### src/rtl/ldpc_din_if.sv
// Bundle between ldpc_din, the demapper (LLR stream), the decoder controller
// (busy / sync / done) and the channel RAM write port.
interface ldpc_din_if #(
  parameter int LLR_IN_W = 8,
  parameter int LLR_W    = 6,
  parameter int LANES    = 12,
  parameter int AW       = 10
);
  logic                   frame_start;
  logic                   llr_valid;
  logic [LLR_IN_W-1:0]    llr_in;
  logic                   llr_ready;
  logic                   dec_busy;
  logic                   ram_we;
  logic [AW-1:0]          ram_addr;
  logic [LANES*LLR_W-1:0] ram_wdata;
  logic                   sync_out;
  logic                   frame_done;
  logic                   err_resync;
  logic                   err_nosync;

  // Environment side: demapper, controller and RAM.
  modport master (
    output frame_start, llr_valid, llr_in, dec_busy,
    input  llr_ready, ram_we, ram_addr, ram_wdata, sync_out, frame_done,
           err_resync, err_nosync
  );

  // Packer side.
  modport slave (
    input  frame_start, llr_valid, llr_in, dec_busy,
    output llr_ready, ram_we, ram_addr, ram_wdata, sync_out, frame_done,
           err_resync, err_nosync
  );
endinterface

### src/rtl/ldpc_din.sv
// LLR input packer: saturates samples, packs LANES per channel-RAM word, frames
// WORDS words per codeword. Define LDPC_DIN_SAT_EN for symmetric saturation.
module ldpc_din #(
  parameter int LLR_IN_W = 8,
  parameter int LLR_W    = 6,
  parameter int LANES    = 12,
  parameter int WORDS    = 768,
  parameter int AW       = 10
) (
  input  logic         clk,
  input  logic         reset_n,
  ldpc_din_if.slave    io
);
  localparam int LW = (LANES > 1) ? $clog2(LANES) : 1;
  localparam int DW = LANES * LLR_W;
  localparam logic [LW-1:0] LAST_LANE = LW'(LANES - 1);
  localparam logic [AW-1:0] LAST_WORD = AW'(WORDS - 1);

  typedef enum logic [1:0] {IDLE, LOAD, DONE} state_e;

  state_e           state_q, state_d;
  logic             ready, accept;
  logic [LLR_W-1:0] llr_s;
  logic [LW-1:0]    lane_q, lane_d;
  logic [AW-1:0]    word_q, word_d;
  logic [DW-1:0]    pack_q, pack_d;
  logic             ram_we_q, ram_we_d;
  logic [AW-1:0]    ram_addr_q, ram_addr_d;
  logic [DW-1:0]    ram_wdata_q, ram_wdata_d;
  logic             sync_q, sync_d;
  logic             done_q, done_d;
  logic             err_resync_q, err_resync_d;
  logic             err_nosync_q, err_nosync_d;

`ifdef LDPC_DIN_SAT_EN
  localparam logic signed [LLR_IN_W-1:0] MAXV = LLR_IN_W'((1 << (LLR_W - 1)) - 1);
  localparam logic signed [LLR_IN_W-1:0] MINV = -MAXV;

  // Symmetric clamp keeps the most-negative code out of the decoder.
  function automatic logic [LLR_W-1:0] sat(input logic signed [LLR_IN_W-1:0] x);
    if (x > MAXV)      return MAXV[LLR_W-1:0];
    else if (x < MINV) return MINV[LLR_W-1:0];
    else               return x[LLR_W-1:0];
  endfunction
`else
  function automatic logic [LLR_W-1:0] sat(input logic [LLR_IN_W-1:0] x);
    return x[LLR_W-1:0];
  endfunction
`endif

  assign llr_s = sat(io.llr_in);

  // State register.
  // NOTE: sequential state is updated with non-blocking assignments only, so
  // every flop samples the pre-edge value of every other flop.
  always_ff @(posedge clk or negedge reset_n) begin
    if (!reset_n) state_q <= IDLE;
    else          state_q <= state_d;
  end

  // Next-state logic.
  // NOTE: every signal written in an always_comb gets a default first; a path
  // that leaves one unassigned would infer a latch.
  always_comb begin
    state_d = state_q;
    unique case (state_q)
      IDLE:    if (accept && io.frame_start) state_d = LOAD;
      LOAD:    if (accept && !io.frame_start && lane_q == LAST_LANE &&
                   word_q == LAST_WORD) state_d = DONE;
      DONE:    state_d = IDLE;
      default: state_d = IDLE;
    endcase
  end

  // Output logic: dec_busy only matters while waiting for a frame.
  always_comb begin
    ready = 1'b0;
    unique case (state_q)
      IDLE:    ready = !io.dec_busy;
      LOAD:    ready = 1'b1;
      default: ready = 1'b0;
    endcase
    accept = io.llr_valid && ready;
  end

  // Datapath: lane packing, word addressing, framing and error flags.
  always_comb begin
    lane_d       = lane_q;
    word_d       = word_q;
    pack_d       = pack_q;
    ram_we_d     = 1'b0;
    ram_addr_d   = ram_addr_q;
    ram_wdata_d  = ram_wdata_q;
    sync_d       = sync_q;
    done_d       = 1'b0;
    err_resync_d = err_resync_q;
    err_nosync_d = err_nosync_q;
    if (state_q == DONE) begin
      sync_d = 1'b0;
      done_d = 1'b1;
    end else if (accept) begin
      if (io.frame_start) begin
        // Fresh frame or restart: the partial word is dropped, never written.
        err_resync_d        = err_resync_q || (state_q == LOAD);
        pack_d[LLR_W-1:0]   = llr_s;
        lane_d              = LW'(1);
        word_d              = '0;
        sync_d              = 1'b1;
      end else if (state_q == IDLE) begin
        err_nosync_d = 1'b1;
      end else begin
        pack_d[lane_q*LLR_W +: LLR_W] = llr_s;
        if (lane_q == LAST_LANE) begin
          lane_d      = '0;
          ram_we_d    = 1'b1;
          ram_addr_d  = word_q;
          ram_wdata_d = pack_d;
          word_d      = (word_q == LAST_WORD) ? '0 : word_q + AW'(1);
        end else begin
          lane_d = lane_q + LW'(1);
        end
      end
    end
  end

  always_ff @(posedge clk or negedge reset_n) begin
    if (!reset_n) begin
      lane_q       <= '0;
      word_q       <= '0;
      pack_q       <= '0;
      ram_we_q     <= 1'b0;
      ram_addr_q   <= '0;
      ram_wdata_q  <= '0;
      sync_q       <= 1'b0;
      done_q       <= 1'b0;
      err_resync_q <= 1'b0;
      err_nosync_q <= 1'b0;
    end else begin
      lane_q       <= lane_d;
      word_q       <= word_d;
      pack_q       <= pack_d;
      ram_we_q     <= ram_we_d;
      ram_addr_q   <= ram_addr_d;
      ram_wdata_q  <= ram_wdata_d;
      sync_q       <= sync_d;
      done_q       <= done_d;
      err_resync_q <= err_resync_d;
      err_nosync_q <= err_nosync_d;
    end
  end

  assign io.llr_ready  = ready;
  assign io.ram_we     = ram_we_q;
  assign io.ram_addr   = ram_addr_q;
  assign io.ram_wdata  = ram_wdata_q;
  assign io.sync_out   = sync_q;
  assign io.frame_done = done_q;
  assign io.err_resync = err_resync_q;
  assign io.err_nosync = err_nosync_q;
endmodule
### src/flat_wrapper.sv
// flat-port wrapper written by rule: the top's interface ports become plain ports
module ldpc_din_flat 
#(
  parameter int LLR_IN_W = 8,
  parameter int LLR_W    = 6,
  parameter int LANES    = 12,
  parameter int WORDS    = 768,
  parameter int AW       = 10
)
  (clk, reset_n, io_frame_start, io_llr_valid, io_llr_in, io_dec_busy, io_llr_ready, io_ram_we, io_ram_addr, io_ram_wdata, io_sync_out, io_frame_done, io_err_resync, io_err_nosync);
  ldpc_din_if #(.LLR_IN_W(LLR_IN_W), .LLR_W(LLR_W), .LANES(LANES), .AW(AW)) io_i ();
  input  logic clk;
  input  logic reset_n;
  input wire logic [$bits(io_i.frame_start)-1:0] io_frame_start;
  input wire logic [$bits(io_i.llr_valid)-1:0] io_llr_valid;
  input wire logic [$bits(io_i.llr_in)-1:0] io_llr_in;
  input wire logic [$bits(io_i.dec_busy)-1:0] io_dec_busy;
  output wire logic [$bits(io_i.llr_ready)-1:0] io_llr_ready;
  output wire logic [$bits(io_i.ram_we)-1:0] io_ram_we;
  output wire logic [$bits(io_i.ram_addr)-1:0] io_ram_addr;
  output wire logic [$bits(io_i.ram_wdata)-1:0] io_ram_wdata;
  output wire logic [$bits(io_i.sync_out)-1:0] io_sync_out;
  output wire logic [$bits(io_i.frame_done)-1:0] io_frame_done;
  output wire logic [$bits(io_i.err_resync)-1:0] io_err_resync;
  output wire logic [$bits(io_i.err_nosync)-1:0] io_err_nosync;
  assign io_i.frame_start = io_frame_start;
  assign io_i.llr_valid = io_llr_valid;
  assign io_i.llr_in = io_llr_in;
  assign io_i.dec_busy = io_dec_busy;
  assign io_llr_ready = io_i.llr_ready;
  assign io_ram_we = io_i.ram_we;
  assign io_ram_addr = io_i.ram_addr;
  assign io_ram_wdata = io_i.ram_wdata;
  assign io_sync_out = io_i.sync_out;
  assign io_frame_done = io_i.frame_done;
  assign io_err_resync = io_i.err_resync;
  assign io_err_nosync = io_i.err_nosync;
  ldpc_din #(.LLR_IN_W(LLR_IN_W), .LLR_W(LLR_W), .LANES(LANES), .WORDS(WORDS), .AW(AW)) u_core (.clk(clk), .reset_n(reset_n), .io(io_i));
endmodule
### config.mk
export PLATFORM = sky130hd
export DESIGN_NAME = ldpc_din_flat
export DESIGN_NICKNAME = d
export VERILOG_FILES = /design/src/rtl/ldpc_din_if.sv /design/src/rtl/ldpc_din.sv /design/src/flat_wrapper.sv
export SDC_FILE = /design/constraint.sdc
export NUM_CORES = 1
export LEC_CHECK = 0
export ABC_AREA = 1
export ABC_CLOCK_PERIOD_IN_PS = 5600
export CAP_MARGIN = 20
export CORE_MARGIN = 8
export CORE_UTILIZATION = 42
export DETAILED_ROUTE_END_ITERATION = 12
export PLACE_DENSITY_LB_ADDON = 0.2
export SYNTH_ARGS = -nofsm -noshare
export SYNTH_HDL_FRONTEND = slang
export SYNTH_SLANG_ARGS = --single-unit
export TNS_END_PERCENT = 100
### constraint.sdc
create_clock -name clk -period 5.6 [get_ports clk]
set_clock_uncertainty 0.15 [all_clocks]
set_input_delay 0.56 -clock clk [delete_from_list [all_inputs] [get_ports clk]]
set_output_delay 0.56 -clock clk [all_outputs]
set_load 0.05 [all_outputs]
==> flow_metrics.py <==
metrics = {
    "cells_and_area": {
        "antenna_cells": 0,
        "fillers": 2109,
        "fin_nets": 1289,
        "syn_to_final_growth_pct": 19.2,
        "seq_area_um2": 4380,
        "multi_input_area_um2": 4180,
        "drive_gt1_frac": 0.0883,
    },
    "sta": {
        "whs_ps": -8.42,
        "hold_viol": 2,
        "fmax_mhz": 221,
        "drv_slew": 0,
        "setup-tns-final_ps": 0,
        "worst_slew_pin_slew_ps": 871,
        "finalCriticalPeriod_ps": 4530,
        "setup_viol": 0,
        "relSlewSlack": 0.419,
        "rsz0062_at_grt": "false",
        "fin_crit_sh": 0.809,
    },
    "critical_path": {
        "path_delay_family": "simple AND/OR/NAND/NOR gates",
        "cp.arrival_ps": 4750,
        "worst_path_max_delay_cell": "dfrtp_1",
        "slowest_delay_ps": 790,
        "cp-end-kind": "flop",
        "critical_path.cell_chain": "clkinv_1 -> ha_1 -> nor2_4 -> nand3_2 -> nor2_4 -> nand2_1 -> inv_1 -> ha_1 -> nand3_2 -> inv_2 -> nand3_1 -> nand2_1 -> or2_1 -> nand3_1 -> nand2_1",
        "path_class": "flop to flop",
        "path_common_cell": "nand2_1",
        "cp.buffers_inverters": 3,
        "critical_path.max_fanout": 19,
        "start_kind": "flop",
        "cp.required_ps": 5820,
    },
    "pwr": {
        "p_int_mw": 3.11,
        "seq_power_share": 0.278,
        "switchingPower_mw": 3.12,
        "vdd_drop_max_uv": 324,
        "finalPower_mw": 6.23,
        "power_density_nw_per_um2": 572,
        "pwr-share-comb": 0.526,
        "swShare": 0.501,
        "clock_power_share": 0.195,
        "p_leak_nw": 5.36,
    },
    "clock_tree": {
        "cts_setup_buffers": 0,
        "cts_tree": "yes",
        "ctsHoldBuffers": 0,
        "htree_levels": 4,
        "cts_buffers": 17,
        "clk_pin_slew_worst_paths_ps": 70,
        "cts.sinks": 175,
        "cts.root.buffer_cell": "clkbuf_16",
        "clock_latency_ps": 430,
        "clock_tree.buffer_depth": 2,
        "ctsResizeCount": 0,
    },
    "route": {
        "first_iter_violations": 709,
        "firstDrtPassIters": 6,
        "wire_per_inst_um": 15.4,
        "vias_per_cell": 5.16,
        "drc": 0,
        "antenna_left": 0,
        "routed-via-count": 8043,
        "routed_wl_mm": 24.0,
    },
    "logic_synthesis": {
        "synth_seq_cells": 175,
        "syn_nets": 1213,
        "ys_types": 45,
        "synth_top_area_frac": 0.479,
        "synth_cells": 1191,
        "synth_commonest_cells": "467 x nand2_1, 175 x dfrtp_1, 95 x nand3_1",
        "yosysSeqAreaShare": 0.479,
        "syn_avg_cell_area_um2": 7.67,
        "synth_edf_count": 0,
        "ys_async_sr_fraction": 1.00,
        "yosys.cell_count.top_type": "nand2_1",
        "synth_top_flop_cell": "dfrtp_1",
        "netlist_area_um2": 9140,
        "yosysWarningCount": 0,
        "yosys.area.top_type": "dfrtp_1",
        "synth.area.top_cells": "dfrtp_1 48%, nand2_1 19%, nand3_1 5.2%, o21ai_0 3.7%, inv_1 3.1%",
    },
    "run_status": {
        "violations": "negative hold slack",
        "status": "finished with violations",
    },
    "floorplanning": {
        "dieArea_um2": 26700,
        "initial_core_util": 0.423,
        "die_y_um": 164,
        "ios": 101,
        "fp-row-count": 54,
        "die_w_um": 164,
        "coreArea_um2": 21600,
    },
    "global_routing": {
        "grt_use_total": 0.187,
        "grt_pass1_vias": 8008,
        "antenna_found_initial": 0,
        "gr-total-overflow": 0,
        "grt_pass1_wl_mm": 40.2,
        "grt_max_degree": 81,
    },
    "placement": {
        "hpwlAfterDp_mm": 16.6,
        "gp_congestion": 0.912,
        "port_buffers": 98,
    },
    "min_path": {
        "hold_path.class": "input pin to asynchronous set/reset pin",
    },
    "job": {
        "maxCapViolCount": 0,
    },
}
## worst paths after layout
path                                    from                 endpoint  cells past startpoint  slack, ps
setup / recovery            u_core.lane_q[0]  u_core.io.ram_wdata[34]                     15       1070
hold / removal                       reset_n    u_core.io.ram_addr[7]                      1         -8
setup reg to reg            u_core.lane_q[0]  u_core.io.ram_wdata[34]                     15       1070
hold reg to reg            u_core.pack_q[35]        u_core.pack_q[35]                      2        320
max in group asynchronous            reset_n        u_core.pack_q[43]                      2       4180
min in group clk           u_core.pack_q[35]        u_core.pack_q[35]                      2        320
## area by class of cell
type,count,share of cell area
sequential,175,0.402
multi-input combinational,875,0.383
timing repair buffer,104,0.0955
clock buffer,18,0.0403
inverter,94,0.0329
tap,280,0.0322
clock inverter,14,0.0139
## power by group through the flow
stage                     registers (mW)  logic (mW)  clock network (mW)
final                               1.73        3.28                1.22
after global routing                1.77        3.61                1.30
after CTS                           1.73        3.25                1.24
after detailed placement            1.75        3.24                   0
after global placement              1.74        3.20                   0
after floorplan                     1.98        2.22                   0
## layer usage
metal / GRT usage / wire length, µm / up-vias
met5: 0 / 0 / -
met4: 0.0467 / 259 / 0
met3: 0.0388 / 1360 / 23
met2: 0.295 / 10700 / 205
met1: 0.257 / 11700 / 3815
li1: - / - / 4000
## logic make-up (layout without fill, tap and decap cells)
family,after synthesis,after routing,synth area share
AOI/OAI and AO/OA,162,162,0.103
adders and majority gates,9,9,0.0123
buffers and inverters,141,230,0.0653
DFF,175,175,0.479
and+or+nand+nor,704,704,0.340
## flip-flops by register name, indices dropped and copies added (netlist names)
| register | cells |
|---|---|
| u_core.io.err_nosync | 1 |
| u_core.pack_q | 72 |
| u_core.lane_q | 4 |
| u_core.io.ram_we | 1 |
| u_core.io.err_resync | 1 |
| u_core.io.ram_wdata | 72 |
| u_core.word_q | 10 |
| u_core.io.sync_out | 1 |
| u_core.io.ram_addr | 10 |
| u_core.io.frame_done | 1 |
| u_core.state_q | 2 |
## placed cells by master (no fill, tap or decap), types with 8 or more instances in the layout
cell,n
o21ai_1,37
ha_1,9
nor2_1,65
inv_1,75
a31oi_1,17
o21ai_2,8
clkdlybuf4s50_1,97
nor3_1,8
inv_2,13
nand4_1,15
a21oi_1,13
dfrtp_1,175
nand2_1,467
nor2_4,9
nand2_2,9
nand3_1,95
clkbuf_16,17
o21ai_0,68
## through the flow
stage / std cells / setup WS, ps / util / cell area, µm²
finish: 1560 / 1070 / 0.504 / 10900
global route: 1560 / 724 / 0.504 / 10900
CTS: 1560 / 1070 / 0.504 / 10900
detailed placement: 1528 / 1090 / 0.477 / 10300
global placement: 1527 / 1110 / 0.476 / 10300
floorplan: 1191 / 2450 / - / 9140
(Power assumes the default switching activity.)
